===== src/rtl/matrix_bank.sv =====
// Purpose: NUM_MAT x ROWS x COLS word store with random write/read, row-major stream engine and per-matrix clear engine.
// Latency: random read 1 cycle; stream first word 1 cycle after start; clear takes ROWS*COLS cycles.
// Backpressure: stream words held while str_valid & !str_ready; starts ignored while busy.
module matrix_bank #(
    parameter  int NUM_MAT = 3,
    parameter  int ROWS    = 3,
    parameter  int COLS    = 3,
    parameter  int DATA_W  = 8,
    localparam int MAT_W   = (NUM_MAT > 1) ? $clog2(NUM_MAT) : 1,
    localparam int ROW_W   = (ROWS > 1) ? $clog2(ROWS) : 1,
    localparam int COL_W   = (COLS > 1) ? $clog2(COLS) : 1
) (
    input  logic              clk,
    input  logic              reset,
    input  logic              wr_en,
    input  logic [MAT_W-1:0]  wr_mat,
    input  logic [ROW_W-1:0]  wr_row,
    input  logic [COL_W-1:0]  wr_col,
    input  logic [DATA_W-1:0] wr_data,
    input  logic              rd_en,
    input  logic [MAT_W-1:0]  rd_mat,
    input  logic [ROW_W-1:0]  rd_row,
    input  logic [COL_W-1:0]  rd_col,
    output logic [DATA_W-1:0] rd_data,
    output logic              rd_valid,
    input  logic              str_start,
    input  logic [MAT_W-1:0]  str_mat,
    output logic [DATA_W-1:0] str_data,
    output logic              str_valid,
    input  logic              str_ready,
    output logic              str_last,
    input  logic              clr_start,
    input  logic [MAT_W-1:0]  clr_mat,
    output logic              busy,
    output logic              err,
    input  logic              err_clr
);
    typedef enum logic [1:0] {IDLE = 2'd0, STREAM = 2'd1, CLEAR = 2'd2} state_t;

    localparam logic [ROW_W-1:0] LAST_ROW = ROW_W'(ROWS - 1);
    localparam logic [COL_W-1:0] LAST_COL = COL_W'(COLS - 1);

    state_t            state, state_nxt;
    logic [DATA_W-1:0] mem [NUM_MAT][ROWS][COLS];
    logic [MAT_W-1:0]  op_mat;
    logic [ROW_W-1:0]  idx_row, nxt_row;
    logic [COL_W-1:0]  idx_col, nxt_col;
    logic              idx_last, nxt_last;
    logic              wr_ok, rd_ok, str_ok, clr_ok;
    logic              go_clr, go_str, str_hs, wr_hit, err_set;

    assign wr_ok  = (32'(wr_mat) < 32'(NUM_MAT)) && (32'(wr_row) < 32'(ROWS)) && (32'(wr_col) < 32'(COLS));
    assign rd_ok  = (32'(rd_mat) < 32'(NUM_MAT)) && (32'(rd_row) < 32'(ROWS)) && (32'(rd_col) < 32'(COLS));
    assign str_ok = 32'(str_mat) < 32'(NUM_MAT);
    assign clr_ok = 32'(clr_mat) < 32'(NUM_MAT);

    // A valid clear wins over a simultaneous stream start; an invalid clear does not block it.
    assign go_clr = (state == IDLE) && clr_start && clr_ok;
    assign go_str = (state == IDLE) && str_start && str_ok && !go_clr;
    assign str_hs = (state == STREAM) && str_valid && str_ready;
    assign wr_hit = wr_en && wr_ok && (state != CLEAR);

    assign err_set = (wr_en && (!wr_ok || (state == CLEAR)))
                   || (rd_en && !rd_ok)
                   || ((state == IDLE) && clr_start && !clr_ok)
                   || ((state == IDLE) && str_start && !str_ok && !go_clr);

    assign busy     = (state != IDLE);
    assign idx_last = (idx_row == LAST_ROW) && (idx_col == LAST_COL);
    assign nxt_last = (nxt_row == LAST_ROW) && (nxt_col == LAST_COL);

    always_comb begin
        nxt_row = idx_row;
        nxt_col = idx_col + 1'b1;
        if (idx_col == LAST_COL) begin
            nxt_col = '0;
            nxt_row = (idx_row == LAST_ROW) ? '0 : idx_row + 1'b1;
        end
    end

    always_ff @(posedge clk or negedge reset) begin
        if (!reset) state <= IDLE;
        else        state <= state_nxt;
    end

    always_comb begin
        state_nxt = state;
        case (state)
            IDLE:    if (go_clr) state_nxt = CLEAR;
                     else if (go_str) state_nxt = STREAM;
            STREAM:  if (str_hs && str_last) state_nxt = IDLE;
            CLEAR:   if (idx_last) state_nxt = IDLE;
            default: state_nxt = IDLE;
        endcase
    end

    // Engine index and registered stream outputs; each word is fetched at its own advance edge.
    always_ff @(posedge clk or negedge reset) begin
        if (!reset) begin
            op_mat    <= '0;
            idx_row   <= '0;
            idx_col   <= '0;
            str_data  <= '0;
            str_valid <= 1'b0;
            str_last  <= 1'b0;
        end else begin
            case (state)
                IDLE: begin
                    if (go_clr) begin
                        op_mat  <= clr_mat;
                        idx_row <= '0;
                        idx_col <= '0;
                    end else if (go_str) begin
                        op_mat    <= str_mat;
                        idx_row   <= '0;
                        idx_col   <= '0;
                        str_data  <= mem[str_mat][0][0];
                        str_valid <= 1'b1;
                        str_last  <= (ROWS * COLS == 1);
                    end
                end
                STREAM: begin
                    if (str_hs) begin
                        if (str_last) begin
                            str_valid <= 1'b0;
                            str_last  <= 1'b0;
                        end else begin
                            idx_row  <= nxt_row;
                            idx_col  <= nxt_col;
                            str_data <= mem[op_mat][nxt_row][nxt_col];
                            str_last <= nxt_last;
                        end
                    end
                end
                CLEAR: begin
                    idx_row <= nxt_row;
                    idx_col <= nxt_col;
                end
                default: ;
            endcase
        end
    end

    // Single write port: clear engine owns it while in CLEAR.
    always_ff @(posedge clk or negedge reset) begin
        if (!reset) begin
            for (int m = 0; m < NUM_MAT; m++)
                for (int r = 0; r < ROWS; r++)
                    for (int c = 0; c < COLS; c++)
                        mem[m][r][c] <= '0;
        end else if (state == CLEAR) begin
            mem[op_mat][idx_row][idx_col] <= '0;
        end else if (wr_hit) begin
            mem[wr_mat][wr_row][wr_col] <= wr_data;
        end
    end

    always_ff @(posedge clk or negedge reset) begin
        if (!reset) begin
            rd_data  <= '0;
            rd_valid <= 1'b0;
        end else begin
            rd_valid <= rd_en;
            if (rd_en) rd_data <= rd_ok ? mem[rd_mat][rd_row][rd_col] : '0;
        end
    end

    // A new error in the same cycle as err_clr keeps the flag set.
    always_ff @(posedge clk or negedge reset) begin
        if (!reset)       err <= 1'b0;
        else if (err_set) err <= 1'b1;
        else if (err_clr) err <= 1'b0;
    end
endmodule

===== config.mk =====
export PLATFORM = sky130hd
export DESIGN_NAME = matrix_bank
export DESIGN_NICKNAME = d
export VERILOG_FILES = /design/src/rtl/matrix_bank.sv
export SDC_FILE = /design/constraint.sdc
export NUM_CORES = 1
export LEC_CHECK = 0
export ABC_CLOCK_PERIOD_IN_PS = 2100
export CORE_ASPECT_RATIO = 1.5
export CORE_MARGIN = 5
export CORE_UTILIZATION = 30
export DETAILED_ROUTE_END_ITERATION = 8
export DONT_BUFFER_PORTS = 1
export PLACE_DENSITY = 0.42
export SYNTH_ARGS = -nofsm -noshare
export SYNTH_HDL_FRONTEND = slang
export SYNTH_SLANG_ARGS = --single-unit

===== constraint.sdc =====
create_clock -name clk -period 2.1 [get_ports clk]
set_input_delay 0.525 -clock clk [delete_from_list [all_inputs] [get_ports clk]]
set_output_delay 0.525 -clock clk [all_outputs]
set_load 0.1 [all_outputs]

==> impl_metrics.csv <==
group,metric,value,unit
status,status,"finished with violations",
status,violations,"negative hold slack, negative setup slack",
power_and_ir_drop,power,20.56,mW
clock_network,worstSkewPairLatency,570,ps
synth,synth_top_area_share,43.09,%
grt,grt_start_max_net_pins,245,
synth,synth-edff-count,0,
routing,drc,0,
synth,synthArstFlopShare,100.0,%
synth,synthCells,1612,
floorplanning,coreArea,46730,µm²
synth,synth_fp_nets,1649,
worst_hold_path,hp-class,"in -> async",
clock_network,h-tree-depth,1,
timing,holdWs,-327.2,ps
synth,avgSynthCellArea,8.790,µm²
grt,grtUsageTotal,24.79,%
final_layout,seqCellArea,6113,µm²
clock_network,numClockSinks,244,
placed_design,place.gp.congestion,0.9580,
routing,drt_iter0_markers,1092,
final_layout,area_growth,24.53,%
setup_path,arrival,2710,ps
grt,grt_first_pass_wirelength,96230,µm
setup_path,crit_fanout,5,
synth,ys.flop_type,"dfrtp_1",
power_and_ir_drop,power.density,1165,nW/µm²
timing,grt_setup_unrepaired,"yes",
setup_path,crit_type,"reg -> reg",
final_layout,design_area,17650,µm²
placed_design,dpl.hpwl,47470,µm
final_layout,drive_gt1_share,21.84,%
routing,met2_length,32840,µm
grt,grt_pass1_vias,13380,
clock_network,ctsHoldBuffers,1,
timing,maxSlewHeadroom,47.07,%
timing,setup_viol,24,
synth,ys_warn_count,0,
clock_network,clk_path_buf_depth,3,
routing,wire_per_inst,28.21,µm
timing,slew_violations,0,
routing,postRouteAntennaNets,0,
timing,fin_skew,17.87,ps
routing,vias,13520,
setup_path,start_kind,"flop",
synth,yosysTopAreaCell,"dfrtp_1",
floorplanning,initial_core_util,30.33,%
routing,wl_met1,26180,µm
final_layout,final_nets,1792,
synth,yosysUniqueCellTypes,67,
synth,yosysSeqAreaShare,43.09,%
placed_design,place_area,16110,µm²
timing,finalCriticalPeriod,2268,ps
final_layout,final_util,37.76,%
setup_path,worst_setup_path_end_kind,"flop",
routing,wl,66740,µm
routing,dr.pass1.iters,6,
floorplanning,io_pins,53,
synth,synth.area.top_cells,"dfrtp_1 (43%), nand2_1 (8.9%), mux2i_1 (7.8%)",
final_layout,fill_cells,4699,
synth,ys_ff_latch,244,
synth,yosysMostFrequentCell,"nand2_1",
timing,hold_viol,244,
timing,post-route-period-util,108.0,%
final_layout,multi_input_area,7780,µm²
power_and_ir_drop,p_leak,7.867,nW
synth,yosys-top-cells-count,"nand2_1 (336), dfrtp_1 (244), o21ai_0 (183), mux2i_1 (111), a22o_1 (101)",
setup_path,required,2550,ps
run,maxCapViolCount,0,
routing,wl_met3,3580,µm
clock_network,cts_buffers,27,
final_layout,insertedDiodeCount,0,
routing,post_drt_via_cell_ratio,5.713,
placed_design,io_buffer_count,0,
clock_network,cts.reportedPaths.clkPinSlew,60,ps
grt,antenna_found_initial,0,
timing,worst_pin_slew,787.9,ps
floorplanning,dieArea,51770,µm²
synth,synth_area,14170,µm²
floorplanning,std_cell_rows,97,
timing,setup_slack,-168.1,ps
clock_network,cts_tree,"done",
routing,routed.top_layer,"met4",
floorplanning,die_x,187.5,µm
grt,overflow,0,
floorplanning,die_y,276.2,µm
timing,max_clock_freq,440.9,MHz
clock_network,cts-root-buf,"clkbuf_16",
power_and_ir_drop,ir_drop,0.5278,mV
## through the flow
step                hold slack [ps]  std cells  setup TNS [ps]  setup slack (ps)
CTS                          -354.9       2356          -924.1            -154.7
finish                       -327.2       2366          -927.1            -168.1
global placement              242.7       2292          -21890            -590.0
detailed placement            243.6       2292          -22600            -585.4
global route                 -349.2       2366           -3912            -214.9
floorplan                     229.4       1612               0             32.08
## per-layer routing
metal / track usage (%) / vias to the layer above
met4: 12.64 / 0
met3: 3.559 / 162
li1: - / 6150
met5: 0 / -
met2: 43.14 / 502
met1: 29.80 / 6703
## logic make-up (layout without fill, tap and decap cells)
kind of cell | after synthesis | after routing | synth area share (%)
muxes | 124 | 124 | 8.874
and+or+nand+nor | 563 | 564 | 17.77
adders and majority gates | 5 | 5 | 0.4415
AOI/OAI and AO/OA | 531 | 531 | 25.24
buffers and inverters | 145 | 304 | 4.583
DFF | 244 | 244 | 43.09
## power breakdown
group          internal, mW  switching, mW
combinational          3.92           5.25
clock                  2.69           2.04
sequential             5.57           1.09
total                  12.2           8.38
## worst paths after layout
check | start | endpoint | slack (ps) | depth (start not counted)
setup reg to reg | op_mat[1]$_DFFE_PN0P_ | str_data[5]$_DFFE_PN0P_ | -170 | 10
hold reg to reg | mem[133]$_DFFE_PN0P_ | mem[133]$_DFFE_PN0P_ | 530 | 1
setup / recovery | op_mat[1]$_DFFE_PN0P_ | str_data[5]$_DFFE_PN0P_ | -170 | 10
max in group asynchronous | reset | mem[195]$_DFFE_PN0P_ | 2050 | 0
min in group clk | wr_data[1] | mem[169]$_DFFE_PN0P_ | 80 | 2
hold / removal | reset | mem[209]$_DFFE_PN0P_ | -330 | 0
## layout by cell type, fill, tap and decap left out, types with 9 or more instances in the layout
cell type and n:
a21oi_1 68, a21oi_2 13, a221oi_1 19, a22o_1 101, a31oi_1 10, buf_12 14
buf_4 199, buf_6 22, clkbuf_1 10, clkbuf_16 28, dfrtp_1 240, inv_1 15
mux2_2 13, mux2i_1 105, nand2_1 325, nand2_2 10, nand3_1 52, nand3b_1 11
nor2_1 71, nor2b_1 12, o211ai_1 10, o21ai_0 167, o21ai_1 16, o21bai_1 9
o221ai_1 20, o22ai_1 13, o2bb2ai_1 19
## worst max-delay path, cell delays in order (launching register included)
cell,delay (ps)
dfrtp_4,530
buf_12,160
buf_16,130
buf_4,150
mux2i_2,190
nor2_1,80
a21oi_2,200
a21oi_2,110
a311oi_2,360
buf_4,180
a21oi_1,50
## state kept, by name (all words and copies together) (netlist names)
| name | flops |
|---|---|
| mem | 216 |
| rd_data | 8 |
| str_data | 8 |
| idx_col | 2 |
| idx_row | 2 |
| op_mat | 2 |
| state | 2 |
| err | 1 |
| rd_valid | 1 |
| str_last | 1 |
| str_valid | 1 |
## what timing repair did
action / in CTS / in global routing
setup buffers: 16 / 9
setup endpoints to repair: 123 / 147
endpoints found under the hold margin: 245 / 244
cloned: 4 / 2
pin swaps: 19 / 20
gates resized for setup: 77 / 60
## cell type report
type / instances / share of cell area, %
Clock inverter: 3 / 0.2269
Clock buffer: 43 / 4.510
Inverter: 19 / 0.4184
Multi-Input combinational cell: 1224 / 44.09
Sequential cell: 244 / 34.65
Tap cell: 594 / 4.212
Timing Repair Buffer: 239 / 11.90
Note: power is estimated with default switching activity, not from simulation.
